## config.mk

```make
export PLATFORM = sky130hd
export DESIGN_NAME = microc_call_stack
export DESIGN_NICKNAME = d
export VERILOG_FILES = /design/src/rtl/microc_call_stack.sv
export SDC_FILE = /design/constraint.sdc
export NUM_CORES = 1
export LEC_CHECK = 0
export ABC_CLOCK_PERIOD_IN_PS = 6500
export CORE_UTILIZATION = 40
export CTS_CLUSTER_SIZE = 24
export DETAILED_ROUTE_END_ITERATION = 16
export HOLD_SLACK_MARGIN = 0.12
export PLACE_DENSITY = 0.54
export SETUP_SLACK_MARGIN = 0.15
export SLEW_MARGIN = 10
export SYNTH_ARGS = -nofsm -noshare
export SYNTH_HDL_FRONTEND = slang
export SYNTH_SLANG_ARGS = --single-unit
```

## constraint.sdc

```tcl
create_clock -name clk -period 6.5 [get_ports clk]
set_input_delay 0.65 -clock clk [delete_from_list [all_inputs] [get_ports clk]]
set_output_delay 0.65 -clock clk [all_outputs]
set_load 0.01 [all_outputs]
```

## src/rtl/microc_call_stack.sv

```systemverilog
// microc_call_stack: single-cycle 8-bit microcontroller datapath with a
// 16x8 register file, ALU, zero flag, 10-bit PC and a hardware return-address
// stack for call/return. Overflow and underflow of the stack are recorded in
// sticky flags that only reset clears.
module microc_call_stack #(
   parameter int         SDEPTH  = 4,
   parameter logic [9:0] RST_VEC = 10'h000
) (
   input  logic                    clk,
   input  logic                    reset,
   input  logic [15:0]             instr,
   output logic [9:0]              pc,
   output logic [5:0]              opcode,
   output logic                    z,
   input  logic                    s_inc,
   input  logic                    s_inm,
   input  logic                    we3,
   input  logic                    wez,
   input  logic [2:0]              op,
   input  logic                    push,
   input  logic                    pop,
   output logic [$clog2(SDEPTH):0] sp,
   output logic                    stk_ovf,
   output logic                    stk_unf
);

   localparam int AW  = $clog2(SDEPTH);
   localparam int SPW = AW + 1;
   localparam logic [SPW-1:0] SP_FULL = SPW'(SDEPTH);

   typedef enum logic [2:0] {
      ALU_A    = 3'b000,
      ALU_NOTA = 3'b001,
      ALU_ADD  = 3'b010,
      ALU_SUB  = 3'b011,
      ALU_AND  = 3'b100,
      ALU_OR   = 3'b101,
      ALU_NEGA = 3'b110,
      ALU_NEGB = 3'b111
   } alu_op_e;

   logic [7:0]     rf    [16];
   logic [9:0]     stack [SDEPTH];

   logic [3:0]     ra1, ra2, wa3;
   logic [7:0]     rd1, rd2, alu_y, wd3;
   logic           alu_zero;
   logic [9:0]     pc_inc, pc_next, stk_top;
   logic [SPW-1:0] sp_dec;
   logic [AW-1:0]  top_idx, wr_idx;
   logic           stk_empty, stk_full;

   assign opcode = instr[15:10];
   assign ra1    = instr[11:8];
   assign ra2    = instr[7:4];
   assign wa3    = instr[3:0];

   // R0 is hardwired to zero regardless of what the array holds
   assign rd1 = (ra1 == 4'd0) ? 8'h00 : rf[ra1];
   assign rd2 = (ra2 == 4'd0) ? 8'h00 : rf[ra2];

   // 8-bit ALU; all results wrap mod 256
   always_comb begin
      // NOTE: every always_comb output gets a default first so no path can
      // leave it unassigned and infer a latch.
      alu_y = 8'h00;
      case (alu_op_e'(op))
         ALU_A:    alu_y = rd1;
         ALU_NOTA: alu_y = ~rd1;
         ALU_ADD:  alu_y = rd1 + rd2;
         ALU_SUB:  alu_y = rd1 - rd2;
         ALU_AND:  alu_y = rd1 & rd2;
         ALU_OR:   alu_y = rd1 | rd2;
         ALU_NEGA: alu_y = 8'h00 - rd1;
         ALU_NEGB: alu_y = 8'h00 - rd2;
         default:  alu_y = 8'h00;
      endcase
   end

   assign alu_zero = (alu_y == 8'h00);
   assign wd3      = s_inm ? instr[11:4] : alu_y;

   // Stack bookkeeping: sp counts occupied entries, top is entry sp-1
   assign pc_inc    = pc + 10'd1;
   assign stk_empty = (sp == '0);
   assign stk_full  = (sp == SP_FULL);
   assign sp_dec    = sp - SPW'(1);
   assign top_idx   = sp_dec[AW-1:0];
   assign wr_idx    = sp[AW-1:0];
   assign stk_top   = stack[top_idx];

   // Next-PC priority: return, failed return, jump, increment
   always_comb begin
      pc_next = pc_inc;
      if (pop && !stk_empty)
         pc_next = stk_top;
      else if (pop)
         pc_next = pc_inc;
      else if (!s_inc)
         pc_next = instr[9:0];
   end

   // PC, zero flag, return stack, stack pointer and sticky flags
   always_ff @(posedge clk or posedge reset) begin
      if (reset) begin
         pc      <= RST_VEC;
         z       <= 1'b0;
         sp      <= '0;
         stk_ovf <= 1'b0;
         stk_unf <= 1'b0;
         // NOTE: the stack is cleared on reset because its contents are
         // architecturally defined as zero afterwards; this costs a reset
         // net on every entry, so only do it for small memories like this.
         for (int i = 0; i < SDEPTH; i++)
            stack[i] <= '0;
      end else begin
         // NOTE: sequential state uses non-blocking assignments so every
         // register samples pre-edge values regardless of statement order.
         pc <= pc_next;
         if (wez)
            z <= alu_zero;
         if (pop) begin
            if (stk_empty)
               stk_unf <= 1'b1;
            else if (push)
               stack[top_idx] <= pc_inc;
            else
               sp <= sp_dec;
         end else if (push) begin
            if (stk_full) begin
               stk_ovf <= 1'b1;
            end else begin
               stack[wr_idx] <= pc_inc;
               sp            <= sp + SPW'(1);
            end
         end
      end
   end

   // Register file: writes to R0 are discarded
   always_ff @(posedge clk or posedge reset) begin
      if (reset) begin
         for (int i = 0; i < 16; i++)
            rf[i] <= 8'h00;
      end else if (we3 && (wa3 != 4'd0)) begin
         rf[wa3] <= wd3;
      end
   end

endmodule
```

==> metrics.md, run 1 <==
| Metric | Value |
|---|---|
| Initial Util | 0.4094 |
| Initial antenna violation count | 0 |
| # port buffers | 40 |
| Max Cap Viol | 0 |
| Arrival @ worst endpoint | 5.47 ns |
| GRT Total Usage | 0.2375 |
| Status | finished clean |
| Final min period | 5.136 ns |
| Syn nets | 1057 |
| Relative max-transition margin | 0.2971 |
| Cell area after synthesis | 0.01106 mm² |
| Post-synthesis register bit count | 184 |
| Post-route ant nets | 0 |
| Final hold vios | 0 |
| Slew @ Worst Pin | 1.052 ns |
| Fin Hold WS | 0.3865 ns |
| 1st-iter DRT viols | 751 |
| Switching power | 1.973 mW |
| Pwr Density | 415.7 mW/mm² |
| Worst Path Required | 6.83 ns |
| Vias in the first global route | 8056 |
| Rows | 60 |
| Main synth FF type | dfrtp_1 |
| Post-CTS Resized | 0 |
| CTS tree | yes |
| Post-Synth Adder-Cell Area | 0.02759 |
| Die width | 168.3 µm |
| Number of synthesized flops with an enable pin | 0 |
| Asr flop ratio synth | 1.000 |
| DRC violations left | 0 |
| XOR/XNOR share of the synthesized area | 0.02137 |
| Fin nets | 1070 |
| Worst skew pair latency | 0.46 ns |
| Crit-path max FO | 15 |
| VDD IR max | 0.2068 mV |
| I/O Pins | 49 |
| Max Freq | 194.7 MHz |
| Synth Area in Simple Gates | 0.1002 |
| Number of hold buffers added after CTS | 0 |
| Clock buffer depth | 2 |
| Synthesized area per cell | 10.99 µm² |
| Area Growth Syn to Fin | 12.11% |
| Worst-path clk slew | 0.10 ns |
| CP Capture Type | flop |
| # clock sinks | 184 |
| Largest family of logic cells by synthesized area | multiplexers |
| Clock power share | 0.217 |
| Internal power | 3.184 mW |
| Net Sw Frac | 0.3825 |
| Clock root cell | clkbuf_16 |
| Routed WL | 32210 µm |
| DR pass1 iterations | 5 |
| Depth of the CTS H-tree | 4 |
| Routed vias | 8073 |
| Share of the synthesized area in the top cell type | 0.4161 |
| Post-synth cell types | 60 |
| Mux contribution to synthesized area | 0.2828 |
| Compound-cell area share of the yosys netlist | 0.1120 |
| Period utilization | 0.7901 |
| Slew Limit Fails | 0 |
| Seq/Total Area, Yosys | 0.4161 |
| Via density | 5.876 |
| First-pass GRT wire length | 50190 µm |
| Sequential power share | 0.377 |
| Number of setup buffers added after CTS | 0 |
| Hold Path Class | flop to flop |
| RSZ-0062 raised after global routing | no |
| Combinational power share | 0.406 |
| Static Leakage | 5.250 nW |
| Count leader, synth | dfrtp_1 |
| Top cells by area, synth | dfrtp_1 42%, mux2_2 13%, mux4_2 10% |
| Fin Clk Skew | 0.02615 ns |
| Final setup fails | 0 |
| Area leader, netlist | dfrtp_1 |
| Remaining Overflow, GRT | 0 |
| Inserted Clock Buffers | 17 |
| Post-synth top cells | 184 x dfrtp_1, 128 x mux2_2, 81 x nor2_1, 77 x nand2_1, 62 x a21oi_1 |
| CP startpoint kind | input pin |
| Ys Warns | 0 |
| Layout cell share with drive strength beyond 1 | 0.2478 |
| DR WL/cell | 23.44 µm |
| Post-Synthesis Cells | 1007 |
| Pin count of the biggest net entering global routing | 114 |
| Core Box Area | 0.02703 mm² |
| Setup CP Type | input pin to flop |
| Die area | 0.02833 mm² |
| Placer congestion estimate | 0.9422 |
| Die height | 168.3 µm |
| Antenna fix cells | 0 |
| Sum Neg Setup Slack | 0 ns |
| Post-DP HPWL | 21530 µm |
worst max-delay path, stage by stage:
cell and delay [ns]:
clkdlybuf4s50_1 0.75, nor2b_1 0.97, a22o_1 0.30, nand3b_1 0.12, o21ai_0 0.25, ha_1 0.38
nor2b_1 0.12, o21ai_0 0.20, a21boi_0 0.16, o21a_1 0.19, or3_1 0.31, nand2_1 0.07
o21a_1 0.12, o22ai_1 0.14, mux2_2 0.41, mux2_2 0.30
per-layer routing:
metal  GRT usage  up-vias  wire (µm)
li1            -     3708          -
met1      0.3444     4087      15340
met2      0.3619      239      14540
met3     0.03385       39       1540
met4     0.08498        0        793
met5           0        -          0
power by group through the flow:
stage | clock network, mW | logic (mW) | registers, mW
2_1_floorplan | 0 | 1.58 | 1.84
3_3_place_gp | 0 | 2.05 | 1.95
3_5_place_dp | 0 | 2.07 | 1.96
4_1_cts | 1.14 | 2.08 | 1.94
5_1_grt | 1.19 | 2.30 | 2.01
6_report | 1.12 | 2.09 | 1.94
cell usage in the layout, fill, tap and decap left out, drive strengths merged, types with 3 or more instances in the layout:
cell type      synthesis  layout
a211oi                 3       3
a21o                   3       3
a21oi                 62      62
a221oi                 3       3
a22o                  13      13
a22oi                 18      18
and2                   4       4
and3                   5       5
buf                   30      35
clkbuf                48      17
clkdlybuf4s50          0      37
clkinv                 1       6
dfrtp                184     184
ha                    22      22
inv                   21      31
mux2                 129     129
mux2i                 55      55
mux4                  50      50
nand2                 77      77
nand2b                10      10
nand3                 26      26
nand3b                 6       6
nor2                  81      81
nor2b                 10      10
nor3                  12      12
o211ai                 8       8
o21a                   3       3
o21ai                 49      49
o22ai                  6       6
o31ai                  9       9
or3                    4       4
xnor2                 11      11
xor2                  16      16
cell type report:
cell class              count  area, µm²
clock buffers              17      425.4
clock inverters            15      206.4
fillers                  2508      14620
inverters                  22      90.09
multi-input cells         723       6023
flip-flops and latches    184       4604
well taps                 341      426.7
repair buffers             72      628.1
worst paths after layout:
path | cells past startpoint | end | start | slack [ns]
setup reg to reg | 18 | rf[93] | rf[0] | 1.97
hold reg to reg | 0 | rf[124] | rf[124] | 0.39
min in group asynchronous | 2 | stack[14] | reset | 0.71
hold / removal | 0 | rf[124] | rf[124] | 0.39
max in group asynchronous | 3 | rf[4] | reset | 4.32
setup / recovery | 16 | rf[93] | instr[8] | 1.36
flip-flops by register name, indices dropped and copies added (netlist names):
register and count:
stk_unf 1, stk_ovf 1, rf 128, stack 40, sp 3, pc 10
z 1
through the flow:
step / power [mW] / util / instances / setup WS (ns) / instance area (µm²)
CTS: 5.165 / 0.4590 / 1374 / 1.477 / 12400
floorplan: 3.426 / - / 1007 / 0.8496 / 11060
global route: 5.502 / 0.4590 / 1374 / 1.116 / 12400
global placement: 4.001 / 0.4356 / 1342 / 1.017 / 11770
finish: 5.157 / 0.4590 / 1374 / 1.364 / 12400
detailed placement: 4.033 / 0.4356 / 1342 / 1.012 / 11770
cells by family after synthesis:
family	Yosys count
and+or+nand+nor	244
muxes	234
AOI/OAI and AO/OA	194
DFF	184
buffers and inverters	100
xor gates and xnor gates	27
adders and majority gates	24
(Power assumes the default switching activity.)
==> run 2: changes to the inputs <==
Settings changed: ABC_CLOCK_PERIOD_IN_PS 6500 to 4700, PLACE_DENSITY 0.54 to 0.56.
Clock period 6.5 ns to 4.7 ns, I/O delays scaled along.
==> run 2 against run 1 <==
  * Non-clock buffer count up 40
  * Die area unchanged
  * Wire length down 2.2%
  * Critical path depth unchanged
  * Final area up 2.8%
  * Hold slack worse by 0.0064 ns
  * Total power up 40%
  * Sequential power up 37%
  * Global-route usage down 0.45 points
  * Combinational power up 46%
  * Count of clock-buffer cells in the layout up 1
  * Critical endpoint is now rf[74]
==> metrics.md, run 2 (synthesis gave the netlist of run 1 again) <==
| Metric | Value |
|---|---|
| Status | finished clean (unchanged) |
| Max stage delay cell, worst path | mux2i_1 (was nor2b_1) |
| DRC violations left | 0 (unchanged) |
| Number of setup buffers added after CTS | 0 (unchanged) |
| Rows | 60 (unchanged) |
| # port buffers | 40 (unchanged) |
| Hold-critical path depth | 0 (unchanged) |
| Remaining Overflow, GRT | 0 (unchanged) |
| Area post-placement | 0.01209 mm² (was 0.01177 mm²) |
| Clock root cell | clkbuf_16 (unchanged) |
| Antenna fix cells | 0 (unchanged) |
| Routed WL | 31510 µm (was 32210 µm) |
| Most flops, register | rf (unchanged) |
| Fin nets | 1110 (was 1070) |
| Core Box Area | 0.02703 mm² (unchanged) |
| Placer congestion estimate | 0.9481 (was 0.9422) |
| CP Capture Type | flop (unchanged) |
| Inserted Clock Buffers | 17 (unchanged) |
| Arrival @ worst endpoint | 4.67 ns (was 5.47 ns) |
| Period utilization | 0.9123 |
| Levels on crit path | 16 (unchanged) |
| Max Freq | 233.2 MHz |
| Setup CP Type | input pin to flop (unchanged) |
| Crit-path max FO | 15 (unchanged) |
| Largest regs | rf: 128 flops, stack: 40 flops, pc: 10 flops (unchanged) |
| Hold Path Class | flop to flop (unchanged) |
| Worst Reg-to-Reg Cells | 14 (was 18) |
| CP startpoint kind | input pin (unchanged) |
| Crit path buf inv count | 3 (was 1) |
| VDD IR max | 0.2710 mV (was 0.2068 mV) |
| Clock buffer depth | 2 (unchanged) |
| Final min period | 4.288 ns |
| # clock sinks | 184 (unchanged) |
| Depth of the CTS H-tree | 4 (unchanged) |
| Die height | 168.3 µm (unchanged) |
| Most frequent cells in the layout | 184 x dfrtp_1, 127 x mux2_2, 81 x nor2_1 (was 184 x dfrtp_1, 128 x mux2_2, 79 x nor2_1) |
| Initial Util | 0.4094 (unchanged) |
| Layout cell share with drive strength beyond 1 | 0.2768 (was 0.2478) |
| Pin count of the biggest net entering global routing | 185 (was 114) |
| Vias in the first global route | 8117 (was 8056) |
| Via density | 5.827 (was 5.876) |
| CP Cell Sequence | buf_2 -> buf_12 -> mux4_2 -> mux2_2 -> a22oi_2 -> ha_1 -> nand2_1 -> o21ai_0 -> buf_4 -> fa_1 -> xor2_1 -> o21ai_0 -> o21ai_0 -> a2bb2oi_1 -> mux2i_1 -> mux2_2 (was clkdlybuf4s50_1 -> nor2b_1 -> a22o_1 -> nand3b_1 -> o21ai_0 -> ha_1 -> nor2b_1 -> o21ai_0 -> a21boi_0 -> o21a_1 -> or3_1 -> nand2_1 -> o21a_1 -> o22ai_1 -> mux2_2 -> mux2_2) |
| GRT Total Usage | 0.2330 (was 0.2375) |
| Worst-path clk slew | 0.08 ns (was 0.10 ns) |
| Routed vias | 8240 (was 8073) |
| Most common cell after layout, fill and taps aside | dfrtp_1 (unchanged) |
| Max Cap Viol | 0 (unchanged) |
| Final setup fails | 0 (unchanged) |
| First-pass GRT wire length | 50140 µm (was 50190 µm) |
| Sequential Area | 0.004604 mm² (unchanged) |
| CTS tree | yes (unchanged) |
| Post-DP HPWL | 22160 µm (was 21530 µm) |
| Worst Path Required | 5.08 ns (was 6.83 ns) |
| Number of fill cells in the layout | 2497 (was 2508) |
| Cell with the most instances on the worst path | o21ai_0 |
| Die area | 0.02833 mm² (unchanged) |
| 1st-iter DRT viols | 657 (was 751) |
| DR pass1 iterations | 5 (unchanged) |
| RSZ-0062 raised after global routing | no (unchanged) |
| Post-route ant nets | 0 (unchanged) |
| Fin Hold WS | 0.3801 ns (was 0.3865 ns) |
| Area Growth Syn to Fin | 15.20% (was 12.11%) |
| Top delay family on crit path | multiplexers (was simple AND/OR/NAND/NOR gates) |
| Final instance area | 0.01275 mm² (was 0.01240 mm²) |
| Slew Limit Fails | 0 (unchanged) |
| Max reg flops | 128 (unchanged) |
| I/O Pins | 49 (unchanged) |
| Area of the multi-input gates | 0.006037 mm² (was 0.006023 mm²) |
| Fin Clk Skew | 0.01601 ns (was 0.02615 ns) |
| DR WL/cell | 22.28 µm (was 23.44 µm) |
| Die width | 168.3 µm (unchanged) |
| Slew @ Worst Pin | 1.225 ns (was 1.052 ns) |
| Final hold vios | 0 (unchanged) |
| Pwr Density | 566.3 mW/mm² (was 415.7 mW/mm²) |
| Worst skew pair latency | 0.44 ns (was 0.46 ns) |
| Util after Layout | 0.4716 (was 0.4590) |
| Initial antenna violation count | 0 (unchanged) |
| Static Leakage | 5.452 nW (was 5.250 nW) |
| Largest stage delay on the critical path | 0.86 ns (was 0.97 ns) |
| Relative max-transition margin | 0.1803 (was 0.2971) |
## run 2: changes by cell type in the layout (fill, tap and decap cells not counted), sizes merged
cell	previous run	this run
clkinvlp	0	3
bufinv	0	1
clkbuf	17	18
buf	35	75
clkinv	6	5
inv	31	27
## run 2: through the flow
step / cells / worst slack [ns] / power, mW / setup TNS [ns]
2_1_floorplan: 1007 / 0.1528 / 4.747 / 0
3_3_place_gp: 1381 / -0.05109 / 5.648 / -1.252
5_1_grt: 1414 / 0.1531 / 7.703 / 0
3_5_place_dp: 1381 / -0.08701 / 5.694 / -2.613
6_report: 1414 / 0.4121 / 7.218 / 0
4_1_cts: 1413 / 0.3794 / 7.240 / 0
## run 2: what timing repair did
action	4_1_cts	5_1_grt
resized for setup	0	4
setup endpoints to repair	0	39
hold buffers	0	0
## run 2: worst register-to-register path, cell delays in order (launching register included)
cell	delay, ns
dfrtp_1	0.40
mux4_2	0.51
mux2_2	0.33
a22oi_2	0.22
ha_1	0.25
nand2_1	0.07
o21ai_0	0.12
buf_4	0.16
fa_1	0.42
xor2_1	0.16
o21ai_0	0.14
o21ai_0	0.11
a2bb2oi_1	0.15
mux2i_1	0.86
mux2_2	0.32
## run 2: worst paths after layout
| path | startpoint | endpoint | slack (ns) |
|---|---|---|---|
| min in group asynchronous | reset | stack[7] | 0.44 |
| max | instr[4] | rf[74] | 0.41 |
| min | rf[127] | rf[127] | 0.38 |
| max in group asynchronous | reset | stack[6] | 3.29 |
| min reg2reg | rf[127] | rf[127] | 0.38 |
| max reg2reg | rf[33] | rf[74] | 0.43 |
## run 2: final cells by class
| class | count | area share |
|---|---|---|
| Tap cell | 341 | 0.03347 |
| Clock buffer | 18 | 0.03446 |
| Inverter | 22 | 0.006773 |
| Clock inverter | 14 | 0.01404 |
| Multi-Input combinational cell | 723 | 0.4736 |
| Sequential cell | 184 | 0.3612 |
| Timing Repair Buffer | 112 | 0.07637 |
## run 2: per-layer routing
metal,global-route usage,vias up,part of all wire,routed length (µm)
met1,0.3400,4222,0.48,15070
met4,0.05810,0,0.017,520
li1,-,3788,-,-
met3,0.02985,31,0.037,1174
met2,0.3664,199,0.47,14740
met5,0,-,0,0
## run 2: power by group
part,switching [mW],leakage [nW],internal [mW],total [mW]
combinational,1.51,2.92,1.54,3.05
clock,0.737,0.295,0.783,1.52
sequential,0.450,2.23,2.20,2.65
